==> src/rtl/axis_tb_pkg.sv <==
// Shared state encoding, default frame geometry and width helper for the
// AXI-Stream loopback tester.
package axis_tb_pkg;

    typedef enum logic [2:0] {
        StIdle,
        StDelay,
        StSend,
        StReceive,
        StReport
    } lb_state_e;

    localparam int unsigned DefaultWords   = 8;
    localparam int unsigned DefaultTimeout = 1024;

    // Smallest r with 2**r >= value.
    function automatic int unsigned clogb2(input int unsigned value);
        int unsigned r;
        r = 0;
        while ((64'd1 << r) < 64'(value)) begin
            r++;
        end
        return r;
    endfunction

endpackage

==> src/rtl/axis_pattern_gen.sv <==
// Frame pattern source and checker: word k of a frame is base + k, and an
// observed word is compared against it.
module axis_pattern_gen #(
    parameter int unsigned DataWidth = 32,
    parameter int unsigned IdxWidth  = 4
) (
    input  logic [DataWidth-1:0] base_i,
    input  logic [IdxWidth-1:0]  index_i,
    input  logic [DataWidth-1:0] actual_i,
    output logic [DataWidth-1:0] expected_o,
    output logic                 match_o
);

    assign expected_o = base_i + DataWidth'(index_i);
    assign match_o    = (actual_i == expected_o);

endmodule

==> src/rtl/axis_loopback_tester.sv <==
// Sends one incrementing-pattern frame on the master stream, then checks the
// frame returned on the slave stream and reports mismatches, framing and timeout.
module axis_loopback_tester
    import axis_tb_pkg::*;
#(
    parameter int unsigned C_M_AXIS_TDATA_WIDTH = 32,
    parameter int unsigned C_S_AXIS_TDATA_WIDTH = 32,
    parameter int unsigned NUMBER_OF_WORDS      = DefaultWords,
    parameter int unsigned C_M_START_COUNT      = 32,
    parameter int unsigned C_TIMEOUT            = DefaultTimeout
) (
    input  logic                                AXIS_ACLK,
    input  logic                                AXIS_ARESET,
    input  logic                                start,
    input  logic [C_M_AXIS_TDATA_WIDTH-1:0]     seed,
    output logic                                M_AXIS_TVALID,
    output logic [C_M_AXIS_TDATA_WIDTH-1:0]     M_AXIS_TDATA,
    output logic [C_M_AXIS_TDATA_WIDTH/8-1:0]   M_AXIS_TSTRB,
    output logic                                M_AXIS_TLAST,
    input  logic                                M_AXIS_TREADY,
    input  logic                                S_AXIS_TVALID,
    input  logic [C_S_AXIS_TDATA_WIDTH-1:0]     S_AXIS_TDATA,
    input  logic [C_S_AXIS_TDATA_WIDTH/8-1:0]   S_AXIS_TSTRB,
    input  logic                                S_AXIS_TLAST,
    output logic                                S_AXIS_TREADY,
    output logic                                busy,
    output logic                                done,
    output logic                                pass,
    output logic [clogb2(NUMBER_OF_WORDS):0]    err_count,
    output logic [3:0]                          led
);

    localparam int unsigned IdxW     = clogb2(NUMBER_OF_WORDS) + 1;
    localparam int unsigned DelayW   = clogb2(C_M_START_COUNT) + 1;
    localparam int unsigned TimeoutW = clogb2(C_TIMEOUT) + 1;

    localparam logic [IdxW-1:0]     LastIdx     = IdxW'(NUMBER_OF_WORDS - 1);
    localparam logic [IdxW-1:0]     ErrMax      = IdxW'(NUMBER_OF_WORDS);
    localparam logic [DelayW-1:0]   DelayLast   = DelayW'(C_M_START_COUNT - 1);
    localparam logic [TimeoutW-1:0] TimeoutLast = TimeoutW'(C_TIMEOUT - 1);

    lb_state_e                       state_q;
    logic [C_M_AXIS_TDATA_WIDTH-1:0] seed_q;
    logic [IdxW-1:0]                 beat_idx_q;
    logic [DelayW-1:0]               delay_cnt_q;
    logic [TimeoutW-1:0]             timeout_cnt_q;
    logic                            frame_err_q;
    logic                            timeout_err_q;

    logic [IdxW-1:0]                 gen_idx;
    logic [C_M_AXIS_TDATA_WIDTH-1:0] gen_word;
    logic                            rx_match;
    logic                            rx_last_beat;
    logic                            unused_strb;

    assign unused_strb   = ^S_AXIS_TSTRB;
    assign M_AXIS_TSTRB  = '1;
    assign led           = {busy, pass, frame_err_q, timeout_err_q};
    assign rx_last_beat  = (beat_idx_q == LastIdx);

    // Index of the word the generator must present this cycle: the first word
    // while delaying, the word after the current one while sending.
    always_comb begin
        gen_idx = beat_idx_q;
        if (state_q == StDelay) begin
            gen_idx = '0;
        end else if (state_q == StSend) begin
            gen_idx = beat_idx_q + IdxW'(1);
        end
    end

    axis_pattern_gen #(
        .DataWidth (C_M_AXIS_TDATA_WIDTH),
        .IdxWidth  (IdxW)
    ) u_pattern_gen (
        .base_i     (seed_q),
        .index_i    (gen_idx),
        .actual_i   (S_AXIS_TDATA),
        .expected_o (gen_word),
        .match_o    (rx_match)
    );

    always_ff @(posedge AXIS_ACLK) begin
        if (AXIS_ARESET) begin
            state_q       <= StIdle;
            seed_q        <= '0;
            beat_idx_q    <= '0;
            delay_cnt_q   <= '0;
            timeout_cnt_q <= '0;
            frame_err_q   <= 1'b0;
            timeout_err_q <= 1'b0;
            M_AXIS_TVALID <= 1'b0;
            M_AXIS_TDATA  <= '0;
            M_AXIS_TLAST  <= 1'b0;
            S_AXIS_TREADY <= 1'b0;
            busy          <= 1'b0;
            done          <= 1'b0;
            pass          <= 1'b0;
            err_count     <= '0;
        end else begin
            done <= 1'b0;
            unique case (state_q)
                StIdle: begin
                    if (start) begin
                        seed_q        <= seed;
                        beat_idx_q    <= '0;
                        delay_cnt_q   <= '0;
                        err_count     <= '0;
                        frame_err_q   <= 1'b0;
                        timeout_err_q <= 1'b0;
                        pass          <= 1'b0;
                        busy          <= 1'b1;
                        state_q       <= StDelay;
                    end
                end
                StDelay: begin
                    if (delay_cnt_q == DelayLast) begin
                        M_AXIS_TVALID <= 1'b1;
                        M_AXIS_TDATA  <= gen_word;
                        M_AXIS_TLAST  <= (gen_idx == LastIdx);
                        state_q       <= StSend;
                    end else begin
                        delay_cnt_q <= delay_cnt_q + DelayW'(1);
                    end
                end
                StSend: begin
                    // TVALID is always high here, so TREADY alone means a transfer.
                    if (M_AXIS_TREADY) begin
                        if (M_AXIS_TLAST) begin
                            M_AXIS_TVALID <= 1'b0;
                            M_AXIS_TLAST  <= 1'b0;
                            S_AXIS_TREADY <= 1'b1;
                            beat_idx_q    <= '0;
                            timeout_cnt_q <= '0;
                            state_q       <= StReceive;
                        end else begin
                            beat_idx_q   <= gen_idx;
                            M_AXIS_TDATA <= gen_word;
                            M_AXIS_TLAST <= (gen_idx == LastIdx);
                        end
                    end
                end
                StReceive: begin
                    if (S_AXIS_TVALID) begin
                        timeout_cnt_q <= '0;
                        if (!rx_match && (err_count != ErrMax)) begin
                            err_count <= err_count + IdxW'(1);
                        end
                        if (S_AXIS_TLAST || rx_last_beat) begin
                            frame_err_q   <= (S_AXIS_TLAST != rx_last_beat);
                            S_AXIS_TREADY <= 1'b0;
                            busy          <= 1'b0;
                            done          <= 1'b1;
                            state_q       <= StReport;
                        end else begin
                            beat_idx_q <= beat_idx_q + IdxW'(1);
                        end
                    end else if (timeout_cnt_q == TimeoutLast) begin
                        timeout_err_q <= 1'b1;
                        S_AXIS_TREADY <= 1'b0;
                        busy          <= 1'b0;
                        done          <= 1'b1;
                        state_q       <= StReport;
                    end else begin
                        timeout_cnt_q <= timeout_cnt_q + TimeoutW'(1);
                    end
                end
                StReport: begin
                    pass    <= (err_count == '0) && !frame_err_q && !timeout_err_q;
                    state_q <= StIdle;
                end
                default: state_q <= StIdle;
            endcase
        end
    end

endmodule

==> config.mk <==
export PLATFORM = sky130hd
export DESIGN_NAME = axis_loopback_tester
export DESIGN_NICKNAME = d
export VERILOG_FILES = /design/src/rtl/axis_tb_pkg.sv /design/src/rtl/axis_pattern_gen.sv /design/src/rtl/axis_loopback_tester.sv
export SDC_FILE = /design/constraint.sdc
export NUM_CORES = 1
export LEC_CHECK = 0
export ABC_AREA = 1
export CAP_MARGIN = 20
export CORE_ASPECT_RATIO = 1.5
export CORE_UTILIZATION = 47
export DETAILED_ROUTE_END_ITERATION = 8
export PLACE_DENSITY_LB_ADDON = 0.25
export SYNTH_ARGS = -nofsm -noshare
export SYNTH_HDL_FRONTEND = slang
export SYNTH_SLANG_ARGS = --single-unit
export TNS_END_PERCENT = 30
==> constraint.sdc <==
create_clock -name AXIS_ACLK -period 3.29 [get_ports AXIS_ACLK]
set_input_delay 0.987 -clock AXIS_ACLK [delete_from_list [all_inputs] [get_ports AXIS_ACLK]]
set_output_delay 0.987 -clock AXIS_ACLK [all_outputs]
set_load 0.03 [all_outputs]
==> qor.yml, run 1 <==
fin_crit_sh_pct: 103
clk-insertion-delay-late_ns: 0.35
critical_path_arrival_ns: 3.68
totalNegativeSetupSlack_ns: -0.354
leak_pwr_nw: 3.63
worst_clock_skew_ns: 0.00945
synth-warning-count: 0
crit_path_frequent_cell: "sky130_fd_sc_hd__nand2_2"
mappedNetlistArea_um2: 5990
design_power_total_mw: 3.18
timing_max_transition_violations_final: 0
grt_setup_unrepaired: "yes"
syn_inst: 880
worstReg2RegEnd: "err_count[1]$_SDFFE_PP0P_"
layout.nets: 1137
flow.area_growth_from_synthesis_pct: 40.5
route.vias.total: 6394
proportion_of_synthesized_flip_flops_having_asynchronous_set_or_reset_pct: 0
route.detailed.drc: 0
worst_hold_path.endpoint: "seed_q[31]$_SDFFE_PP0P_"
ys_dominant_reg_cell: "sky130_fd_sc_hd__dfxtp_1"
drt_pre_antenna_iters: 7
layout-drive-gt1-share_pct: 16.5
critPathLaunchType: "flop"
post_drt_via_cell_ratio: 5.27
final-hold-violation-count: 0
globalRouteOverflowTotal: 0
critPathSlowestCell: "sky130_fd_sc_hd__dfxtp_4"
ioPinCount: 124
synth.lib_cells_used.distinct: 49
critical_path.reg2reg.startpoint: "state_q[0]$_SDFFE_PP0P_"
routabilityCongestion: 0.939
layout_commonest_cell: "sky130_fd_sc_hd__nand2_1"
length_in_cells_of_the_worst_reg_to_reg_path: 25
grtUsageTotal_pct: 27.6
chipWidth_um: 94.2
critical_path.max_fanout: 5
clk_pin_slew_worst_paths_ns: 0.07
number_of_synthesized_flops_with_an_enable_pin: 0
tritoncts.num_buffers: 9
timing.hold.worst.class: "reg -> reg"
port_buffers: 115
clock_sinks: 100
tightest_slew_ns: 0.658
syn-mean-instance-area_um2: 6.81
power.ir.vdd_worst_v: 0.000362
htree_num_levels: 3
placed_cell_area_um2: 7710
cap_viol_max_count: 0
outcome: "finished with violations"
dr.first_iter.drc_count: 234
hp-start: "seed_q[31]$_SDFFE_PP0P_"
slew_headroom_pct: 56.1
start_util_pct: 48.2
cts_tree: "built"
dp_hpwl_mm: 13.2
postLayoutCellArea_um2: 8420
setup_violations: 4
grt_max_degree: 72
root_buffer: "sky130_fd_sc_hd__clkbuf_16"
critical-path-max-stage-delay_ns: 0.37
final_cell_mix: "sky130_fd_sc_hd__nand2_1 (166), sky130_fd_sc_hd__inv_1 (121), sky130_fd_sc_hd__clkdlybuf4s50_1 (115), sky130_fd_sc_hd__dfxtp_1 (96), sky130_fd_sc_hd__o21ai_0 (72)"
final_antenna_net_count: 0
hold_path_depth: 2
antenna_fix_cells: 0
post_synthesis_sequential_area_ratio_pct: 33.4
max_freq_ghz: 0.295
worstSetupPathType: "reg -> reg"
grt_first_pass_wirelength_mm: 28.3
final.hold.worst_slack_ns: 0.477
cts.path.max_buffers: 2
first_global_vias: 6142
postRouteWirelength_mm: 18.1
ys_seq_elements: 100
post-route-min-period_ns: 3.39
core_outline_area_um2: 12400
final.setup.worst_slack_ns: -0.0961
initial_antenna_violation_count: 0
route.detailed.wl_per_inst_um: 14.9
chip_height_um: 140
worstPathRequired_ns: 3.58
final_core_density_pct: 67.6
power_density_nw_per_um2: 378
r2r_slack_ns: -0.1
failed_checks: "negative setup slack"
end_kind: "flop"
standard_cell_rows: 50
die-area_um2: 13200
==> state kept, by name, indices dropped and copies added, names as in the netlist, 3 cells and up <==
register	cells
M_AXIS_TDATA	32
seed_q	32
timeout_cnt_q	11
delay_cnt_q	6
beat_idx_q	4
err_count	4
state_q	3
==> logic make-up after synthesis <==
family | synth area share [%]
fa+ha+maj | 2.21
xor+xnor | 4.01
flops | 33.4
compound gates | 15.7
buf+inv | 11.1
other cells | 0.0626
simple gates | 33.4
==> where the power goes <==
group	switching (mW)	total (mW)	internal, mW
clock	0.527	1.21	0.683
combinational	0.346	0.631	0.285
sequential	0.0613	1.34	1.28
==> Yosys cell counts (all sizes together) (4+ instances only) <==
library cell / instances / area [µm²]
nor3b: 4 / 30.0
a21oi: 71 / 359
dfxtp: 100 / 2000
o211ai: 6 / 45.0
nor2: 74 / 323
o21ai: 75 / 375
nor3: 28 / 156
nand3b: 10 / 75.1
clkbuf: 21 / 78.8
inv: 131 / 494
nand2: 187 / 756
nand3: 70 / 433
ha: 9 / 113
a31oi: 4 / 25.0
buf: 12 / 91.3
nand4: 28 / 181
xor2: 14 / 123
o21bai: 12 / 90.1
==> layer usage <==
layer  vias up  routed length [µm]  global-route usage (%)
met5         -                   0                       0
met4         0                 919                    15.5
met3        57                 643                    3.85
met2       159                9740                    51.8
met1      2942                6840                    28.4
li1       3236                   -                       -
==> critical path: cells and delay by family (launching register included) <==
family,cells,cell delay (ns)
adders and majority gates,2,0.55
AOI/OAI and AO/OA,3,0.45
and+or+nand+nor,17,1.70
buffers and inverters,3,0.26
DFF,1,0.37
==> layout make-up <==
| cell class | instances | area, µm² |
|---|---|---|
| sequential | 100 | 2010 |
| multi-input combinational | 618 | 3550 |
| fill | 1080 | 4030 |
| timing repair buffer | 192 | 1830 |
| tap | 156 | 195 |
| inverter | 132 | 498 |
| clock inverter | 7 | 108 |
| clock buffer | 9 | 225 |
==> metrics by stage <==
step	std cells	setup WS, ns
floorplan	883	0.124
global placement	1185	-0.237
detailed placement	1185	-0.293
CTS	1210	-0.0136
global route	1214	-0.245
finish	1214	-0.0961
==> worst max path at each step <==
stage                                  startpoint                         to  slack (ns)  cells after the start
after floorplan           state_q[1]$_SDFFE_PP0P_  err_count[2]$_SDFFE_PP0P_        0.12                     24
after global placement    state_q[2]$_SDFFE_PP0P_  err_count[0]$_SDFFE_PP0P_       -0.24                     24
after detailed placement  state_q[0]$_SDFFE_PP0P_  err_count[3]$_SDFFE_PP0P_       -0.29                     26
after CTS                 state_q[1]$_SDFFE_PP0P_  err_count[3]$_SDFFE_PP0P_       -0.01                     26
after global routing      state_q[0]$_SDFFE_PP0P_  err_count[1]$_SDFFE_PP0P_       -0.24                     25
final                     state_q[0]$_SDFFE_PP0P_  err_count[1]$_SDFFE_PP0P_        -0.1                     25
==> what timing repair did <==
action                                  CTS  global route
pin swaps                                18            27
hold buffers                              0             0
gates resized for setup                  35            29
endpoints found under the setup margin    4             4
setup buffers                             8             4
hold endpoints to repair                  0             0
cloned                                    1             0
Note: power is estimated with default switching activity, not from simulation.
==> inputs of run 2 (changes only) <==
--- a/config.mk
+++ b/config.mk
@@ -8,9 +8,10 @@
 export ABC_AREA = 1
 export CAP_MARGIN = 20
 export CORE_ASPECT_RATIO = 1.5
-export CORE_UTILIZATION = 47
+export CORE_UTILIZATION = 45
 export DETAILED_ROUTE_END_ITERATION = 8
 export PLACE_DENSITY_LB_ADDON = 0.25
+export SKIP_LAST_GASP = 1
 export SYNTH_ARGS = -nofsm -noshare
 export SYNTH_HDL_FRONTEND = slang
 export SYNTH_SLANG_ARGS = --single-unit
==> run 2 against run 1 <==
The run still ends with negative setup slack left. Largest power group unchanged. Power shrank 3.0%. Via count fell by 2.4%. Critical path depth rose by 1.
==> qor.yml, run 2 (synthesis results as in run 1) <==
outcome: "finished with violations"  # unchanged
failed_checks: "negative setup slack"  # unchanged
cts.path.max_buffers: 2  # unchanged
postLayoutCellArea_um2: 8210  # was 8420 µm²
critical_path.max_fanout: 5  # unchanged
flow.area_growth_from_synthesis_pct: 36.9  # was 40.5%
post-route-min-period_ns: 3.39  # about the same
max_freq_ghz: 0.295  # about the same
postRouteWirelength_mm: 17.4  # was 18.1 mm
timing.hold.worst.class: "reg -> reg"  # unchanged
fin_crit_sh_pct: 103  # about the same
globalRouteOverflowTotal: 0  # unchanged
end_kind: "flop"  # unchanged
grt_util_met2_pct: 47.9  # was 51.8%
cts.hold.buffers_added: 0  # unchanged
dpl.cell_count: 1185  # unchanged
final-hold-violation-count: 0  # unchanged
clk-insertion-delay-late_ns: 0.36  # was 0.35 ns
chipWidth_um: 96.2  # was 94.2 µm
totalNegativeSetupSlack_ns: -0.289  # was -0.354 ns
critPathSlowestCell: "sky130_fd_sc_hd__dfxtp_4"  # unchanged
power_density_nw_per_um2: 376  # was 378 nW/µm²
timing_max_transition_violations_final: 0  # unchanged
final_antenna_net_count: 0  # unchanged
port_buffers: 115  # unchanged
cap_viol_max_count: 0  # unchanged
slew_headroom_pct: 62.3  # was 56.1%
power.ir.vdd_worst_v: 0.000263  # was 0.000362 V
worstSetupPathType: "reg -> reg"  # unchanged
groute.layer.met1.usage_pct: 27.3  # was 28.4%
multi_input_comb_area_um2: 3480  # was 3550 µm²
worst_clock_skew_ns: 0.0125  # was 0.00945 ns
globalRouteMet3Util_pct: 3.39  # was 3.85%
htree_num_levels: 3  # unchanged
setup_violations: 4  # unchanged
antenna_fix_cells: 0  # unchanged
post_drt_via_cell_ratio: 5.17  # was 5.27
leak_pwr_nw: 3.55  # was 3.63 nW
clk_pin_slew_worst_paths_ns: 0.07  # about the same
clock_sinks: 100  # unchanged
chip_height_um: 143  # was 140 µm
timing.critical_path.max_delay_family: "simple AND/OR/NAND/NOR gates"  # unchanged
critical_path_arrival_ns: 3.63  # was 3.68 ns
placement.setup.worst_slack_ns: -0.324  # was -0.293 ns
worstPathRequired_ns: 3.53  # was 3.58 ns
ioPinCount: 124  # unchanged
routabilityCongestion: 0.912  # was 0.939
fillerInstances: 1194  # was 1080
final_cell_mix: "sky130_fd_sc_hd__nand2_1 (172), sky130_fd_sc_hd__inv_1 (123), sky130_fd_sc_hd__clkdlybuf4s50_1 (115), sky130_fd_sc_hd__dfxtp_1 (96), sky130_fd_sc_hd__o21ai_0 (72)"  # was sky130_fd_sc_hd__nand2_1 (166), sky130_fd_sc_hd__inv_1 (121), sky130_fd_sc_hd__clkdlybuf4s50_1 (115), sky130_fd_sc_hd__dfxtp_1 (96), sky130_fd_sc_hd__o21ai_0 (72)
die-area_um2: 13800  # was 13200 µm²
critical-path-max-stage-delay_ns: 0.37  # about the same
critical_path_buf_inv_count: 5  # was 3
design_power_total_mw: 3.09  # was 3.18 mW
layout.cells.non_filler: 1207  # was 1214
route.detailed.drc: 0  # unchanged
grt_first_pass_wirelength_mm: 27.3  # was 28.3 mm
layout_commonest_cell: "sky130_fd_sc_hd__nand2_1"  # unchanged
layout.nets: 1127  # was 1137
layout-drive-gt1-share_pct: 14.4  # was 16.5%
route.vias.total: 6238  # was 6394
tightest_slew_ns: 0.560  # was 0.658 ns
placed_cell_area_um2: 7690  # was 7710 µm²
route.detailed.wl_per_inst_um: 14.4  # was 14.9 µm
first_global_vias: 5863  # was 6142
dp_hpwl_mm: 13.0  # was 13.2 mm
seqCellArea_um2: 2010  # unchanged
root_buffer: "sky130_fd_sc_hd__clkbuf_16"  # unchanged
cts_tree: "built"  # unchanged
standard_cell_rows: 51  # was 50
grt_max_degree: 73  # was 72
initial_antenna_violation_count: 0  # unchanged
reg.largest.list: "M_AXIS_TDATA: 32 flops, seed_q: 32 flops, timeout_cnt_q: 11 flops"  # unchanged
start_util_pct: 46.0  # was 48.2%
dr.first_iter.drc_count: 237  # was 234
tritoncts.num_buffers: 9  # unchanged
grt_setup_unrepaired: "yes"  # unchanged
grtUsageTotal_pct: 25.9  # was 27.6%
gr-max-usage-layer: "met2"  # unchanged
core_outline_area_um2: 13000  # was 12400 µm²
critPathLaunchType: "flop"  # unchanged
final.setup.worst_slack_ns: -0.0953  # was -0.0961 ns
drt_pre_antenna_iters: 5  # was 7
crit_path_frequent_cell: "sky130_fd_sc_hd__nand2_1"  # was sky130_fd_sc_hd__nand2_2
==> run 2: stage by stage <==
stage	hold WS (ns)	util, %
final	0.467	63.0
after global placement	0.458	59.1
after global routing	0.501	63.0
after floorplan	0.445	-
after CTS	0.473	62.6
after detailed placement	0.463	59.1
==> run 2: routing by layer <==
| metal | routed length, µm | part of all wire (%) | vias up |
|---|---|---|---|
| met5 | 0 | 0 | - |
| met4 | 787 | 4.5 | 0 |
| met3 | 739 | 4.2 | 44 |
| met1 | 6660 | 38 | 2820 |
| met2 | 9230 | 53 | 170 |
| li1 | - | - | 3204 |
==> run 2: final timing paths <==
check                                                  start                           end  slack (ns)  cells past startpoint
worst max-delay path                 state_q[0]$_SDFFE_PP0P_     err_count[3]$_SDFFE_PP0P_        -0.1                     26
worst min register to register  M_AXIS_TDATA[0]$_SDFFE_PP0P_  M_AXIS_TDATA[0]$_SDFFE_PP0P_        0.47                      2
worst min-delay path            M_AXIS_TDATA[0]$_SDFFE_PP0P_  M_AXIS_TDATA[0]$_SDFFE_PP0P_        0.47                      2
worst max register to register       state_q[0]$_SDFFE_PP0P_     err_count[3]$_SDFFE_PP0P_        -0.1                     26
==> run 2: layout make-up <==
type	instances	share of cell area, %
sequential	100	24.6
clock buffer	10	2.91
inverter	132	6.07
tap	159	2.42
timing repair buffer	182	20.8
clock inverter	6	0.839
multi-input combinational	618	42.4
==> run 2: worst register-to-register path: stages (launching register included) <==
cell,delay [ns]
sky130_fd_sc_hd__dfxtp_4,0.37
sky130_fd_sc_hd__inv_2,0.06
sky130_fd_sc_hd__nand2_2,0.06
sky130_fd_sc_hd__nor2_4,0.09
sky130_fd_sc_hd__nor2_1,0.05
sky130_fd_sc_hd__a21oi_2,0.14
sky130_fd_sc_hd__ha_2,0.21
sky130_fd_sc_hd__inv_1,0.06
sky130_fd_sc_hd__fa_2,0.35
sky130_fd_sc_hd__or2_4,0.28
sky130_fd_sc_hd__nand2_4,0.08
sky130_fd_sc_hd__nand2_4,0.07
sky130_fd_sc_hd__nand2_4,0.10
sky130_fd_sc_hd__buf_12,0.12
sky130_fd_sc_hd__buf_6,0.11
sky130_fd_sc_hd__nand3_1,0.06
sky130_fd_sc_hd__nand2_1,0.11
sky130_fd_sc_hd__nand2_1,0.09
sky130_fd_sc_hd__nand2_1,0.07
sky130_fd_sc_hd__nand2_1,0.05
sky130_fd_sc_hd__nor2_1,0.10
sky130_fd_sc_hd__nand3_1,0.10
sky130_fd_sc_hd__nor2_2,0.13
sky130_fd_sc_hd__nand3_4,0.11
sky130_fd_sc_hd__buf_4,0.15
sky130_fd_sc_hd__nand4_1,0.09
sky130_fd_sc_hd__a21oi_2,0.07
==> run 2: repair_timing <==
action                                  in CTS  in global routing
gates resized for setup                     28                 13
endpoints found under the setup margin       4                  4
pin swaps                                   13                 13
setup buffers                                5                  1
gates cloned                                 0                  0
==> run 2: power by group <==
group	leakage [nW]	internal, mW	switching, mW	total [mW]
registers	0.822	1.28	0.0593	1.34
logic	2.58	0.288	0.339	0.627
clock network	0.150	0.618	0.502	1.12
==> inputs of run 3 (changes only) <==
--- a/config.mk
+++ b/config.mk
@@ -8,10 +8,11 @@
 export ABC_AREA = 1
 export CAP_MARGIN = 20
 export CORE_ASPECT_RATIO = 1.5
-export CORE_UTILIZATION = 45
+export CORE_UTILIZATION = 47
 export DETAILED_ROUTE_END_ITERATION = 8
 export PLACE_DENSITY_LB_ADDON = 0.25
 export SKIP_LAST_GASP = 1
+export SLEW_MARGIN = 0
 export SYNTH_ARGS = -nofsm -noshare
 export SYNTH_HDL_FRONTEND = slang
 export SYNTH_SLANG_ARGS = --single-unit
==> constraint.sdc (replaced) <==
create_clock -name AXIS_ACLK -period 3.29 [get_ports AXIS_ACLK]
set_input_delay 0.987 -clock AXIS_ACLK [delete_from_list [all_inputs] [get_ports AXIS_ACLK]]
set_output_delay 0.987 -clock AXIS_ACLK [all_outputs]
set_load 0.005 [all_outputs]
==> run 3 against run 2 <==
The run still ends with negative setup slack left. Critical endpoint is now err_count[1]$_SDFFE_PP0P_. Register-to-register slack hardly changed. Combinational power fell by 11%. Sequential share of layout area is 0.59 points lower. Power increased by 0.52%. Clock power rose by 8%. Largest cell class unchanged. Sequential power about the same. Highest routed layer unchanged.
==> qor.yml, run 3 (synthesis results as in run 1) <==
timing_max_transition_violations_final: 0  # unchanged
layout.cells.non_filler: 1214  # was 1207
first_global_vias: 6142  # was 5863
end_kind: "flop"  # unchanged
chipWidth_um: 94.2  # was 96.2 µm
critPathLaunchType: "flop"  # unchanged
root_buffer: "sky130_fd_sc_hd__clkbuf_16"  # unchanged
worstPathRequired_ns: 3.58  # was 3.53 ns
critical_path_arrival_ns: 3.68  # was 3.63 ns
grt_first_pass_wirelength_mm: 28.3  # was 27.3 mm
cts_tree: "built"  # unchanged
power.ir.vdd_worst_v: 0.000361  # was 0.000263 V
worstSetupPathType: "reg -> reg"  # unchanged
setup_violations: 4  # unchanged
tightest_slew_ns: 0.668  # was 0.560 ns
standard_cell_rows: 50  # was 51
ioPinCount: 124  # unchanged
layout-drive-gt1-share_pct: 16.3  # was 14.4%
chip_height_um: 140  # was 143 µm
outcome: "finished with violations"  # unchanged
post_drt_via_cell_ratio: 5.29  # was 5.17
dp_hpwl_mm: 13.2  # was 13.0 mm
initial_antenna_violation_count: 0  # unchanged
start_util_pct: 48.2  # was 46.0%
route.detailed.drc: 0  # unchanged
final_cell_mix: "sky130_fd_sc_hd__nand2_1 (166), sky130_fd_sc_hd__inv_1 (123), sky130_fd_sc_hd__clkdlybuf4s50_1 (115), sky130_fd_sc_hd__dfxtp_1 (96), sky130_fd_sc_hd__o21ai_0 (72)"  # was sky130_fd_sc_hd__nand2_1 (172), sky130_fd_sc_hd__inv_1 (123), sky130_fd_sc_hd__clkdlybuf4s50_1 (115), sky130_fd_sc_hd__dfxtp_1 (96), sky130_fd_sc_hd__o21ai_0 (72)
critical_path_buf_inv_count: 3  # was 5
route.detailed.wl_per_inst_um: 14.9  # was 14.4 µm
dr.first_iter.drc_count: 263  # was 237
cts.hold.buffers_added: 0  # unchanged
postRouteWirelength_mm: 18.1  # was 17.4 mm
clock_sinks: 100  # unchanged
worst_clock_skew_ns: 0.00834  # was 0.0125 ns
leak_pwr_nw: 3.61  # was 3.55 nW
htree_num_levels: 3  # unchanged
clk_pin_slew_worst_paths_ns: 0.07  # about the same
placement.setup.worst_slack_ns: -0.293  # was -0.324 ns
die-area_um2: 13200  # was 13800 µm²
fin_crit_sh_pct: 103  # about the same
final.hold.worst_slack_ns: 0.477  # was 0.467 ns
cap_viol_max_count: 0  # unchanged
clk-insertion-delay-late_ns: 0.35  # was 0.36 ns
grt_max_degree: 72  # was 73
globalRouteOverflowTotal: 0  # unchanged
crit_path_frequent_cell: "sky130_fd_sc_hd__nand2_2"  # was sky130_fd_sc_hd__nand2_1
critical_path.max_fanout: 5  # unchanged
port_buffers: 115  # unchanged
flow.area_growth_from_synthesis_pct: 40.3  # was 36.9%
critical-path-max-stage-delay_ns: 0.37  # about the same
routabilityCongestion: 0.939  # was 0.912
route.vias.total: 6417  # was 6238
seqCellArea_um2: 2010  # unchanged
max_freq_ghz: 0.295  # about the same
layout.nets: 1137  # was 1127
grtUsageTotal_pct: 27.6  # was 25.9%
grt_setup_unrepaired: "yes"  # unchanged
core_outline_area_um2: 12400  # was 13000 µm²
layout_commonest_cell: "sky130_fd_sc_hd__nand2_1"  # unchanged
power_density_nw_per_um2: 369  # was 376 nW/µm²
cts.path.max_buffers: 2  # unchanged
multi_input_comb_area_um2: 3540  # was 3480 µm²
failed_checks: "negative setup slack"  # unchanged
drt_pre_antenna_iters: 6  # was 5
tritoncts.num_buffers: 9  # unchanged
final-hold-violation-count: 0  # unchanged
timing.hold.worst.class: "reg -> reg"  # unchanged
final.setup.worst_slack_ns: -0.0961  # was -0.0953 ns
dpl.cell_count: 1185  # unchanged
timing.critical_path.max_delay_family: "simple AND/OR/NAND/NOR gates"  # unchanged
fillerInstances: 1085  # was 1194
antenna_fix_cells: 0  # unchanged
slew_headroom_pct: 55.4  # was 62.3%
critPathSlowestCell: "sky130_fd_sc_hd__dfxtp_4"  # unchanged
post-route-min-period_ns: 3.39  # about the same
final_antenna_net_count: 0  # unchanged
reg.largest.list: "M_AXIS_TDATA: 32 flops, seed_q: 32 flops, timeout_cnt_q: 11 flops"  # unchanged
==> run 3: final timing paths <==
check,start,end,slack [ns],cells past startpoint
setup reg to reg,state_q[0]$_SDFFE_PP0P_,err_count[1]$_SDFFE_PP0P_,-0.1,25
hold reg to reg,seed_q[31]$_SDFFE_PP0P_,seed_q[31]$_SDFFE_PP0P_,0.48,2
hold / removal,seed_q[31]$_SDFFE_PP0P_,seed_q[31]$_SDFFE_PP0P_,0.48,2
setup / recovery,state_q[0]$_SDFFE_PP0P_,err_count[1]$_SDFFE_PP0P_,-0.1,25
==> run 3: worst reg2reg max path: stages, from the launching register on <==
cell                      delay, ns
sky130_fd_sc_hd__dfxtp_4       0.37
sky130_fd_sc_hd__inv_2         0.06
sky130_fd_sc_hd__nand2_2       0.06
sky130_fd_sc_hd__nor2_4        0.10
sky130_fd_sc_hd__nor2_1        0.06
sky130_fd_sc_hd__a21oi_2       0.14
sky130_fd_sc_hd__ha_2          0.20
sky130_fd_sc_hd__inv_1         0.05
sky130_fd_sc_hd__fa_2          0.34
sky130_fd_sc_hd__or2_4         0.27
sky130_fd_sc_hd__nand2_4       0.09
sky130_fd_sc_hd__nand2_8       0.08
sky130_fd_sc_hd__a21oi_4       0.19
sky130_fd_sc_hd__buf_6         0.15
sky130_fd_sc_hd__nand2_2       0.06
sky130_fd_sc_hd__nand2_2       0.10
sky130_fd_sc_hd__nand2_2       0.06
sky130_fd_sc_hd__nand2_1       0.05
sky130_fd_sc_hd__nand2_1       0.05
sky130_fd_sc_hd__nor2_1        0.10
sky130_fd_sc_hd__nand3_1       0.13
sky130_fd_sc_hd__nor2_2        0.17
sky130_fd_sc_hd__nand3_4       0.12
sky130_fd_sc_hd__nand3_4       0.12
sky130_fd_sc_hd__nand3_2       0.09
sky130_fd_sc_hd__a21oi_2       0.13
==> run 3: power breakdown <==
group          leakage (nW)  internal (mW)  switching [mW]
clock                 0.160          0.683           0.524
sequential            0.822           1.28          0.0608
combinational          2.63          0.283           0.273
total                  3.61           2.25           0.857
==> run 3: timing repair <==
item | in CTS | in global routing
pin swaps | 18 | 26
gates resized for setup | 35 | 24
endpoints found under the hold margin | 0 | 0
setup endpoints to repair | 4 | 4
gates cloned | 1 | 0
setup buffers | 8 | 4
==> run 3: cell type report <==
class | count | area share (%)
Multi-Input combinational cell | 618 | 42.2
Sequential cell | 100 | 24.0
Timing Repair Buffer | 192 | 21.7
Inverter | 132 | 5.92
Clock buffer | 9 | 2.68
Tap cell | 156 | 2.32
Clock inverter | 7 | 1.28
==> run 3: metrics by stage <==
step	util, %	cell area [µm²]	power [mW]	TNS [ns]
2_1_floorplan	-	6010	1.63	0
3_3_place_gp	61.9	7710	1.90	-0.921
3_5_place_dp	61.9	7710	1.90	-1.13
4_1_cts	66.5	8280	3.10	-0.0174
5_1_grt	67.5	8410	3.23	-1.04
6_report	67.5	8410	3.10	-0.355
==> run 3: metal layers <==
metal / vias up / GRT usage, % / wire (µm)
met5: - / 0 / 0
met1: 2942 / 28.4 / 6670
met3: 57 / 3.85 / 801
met2: 187 / 51.8 / 9740
met4: 0 / 15.5 / 908
li1: 3231 / - / -
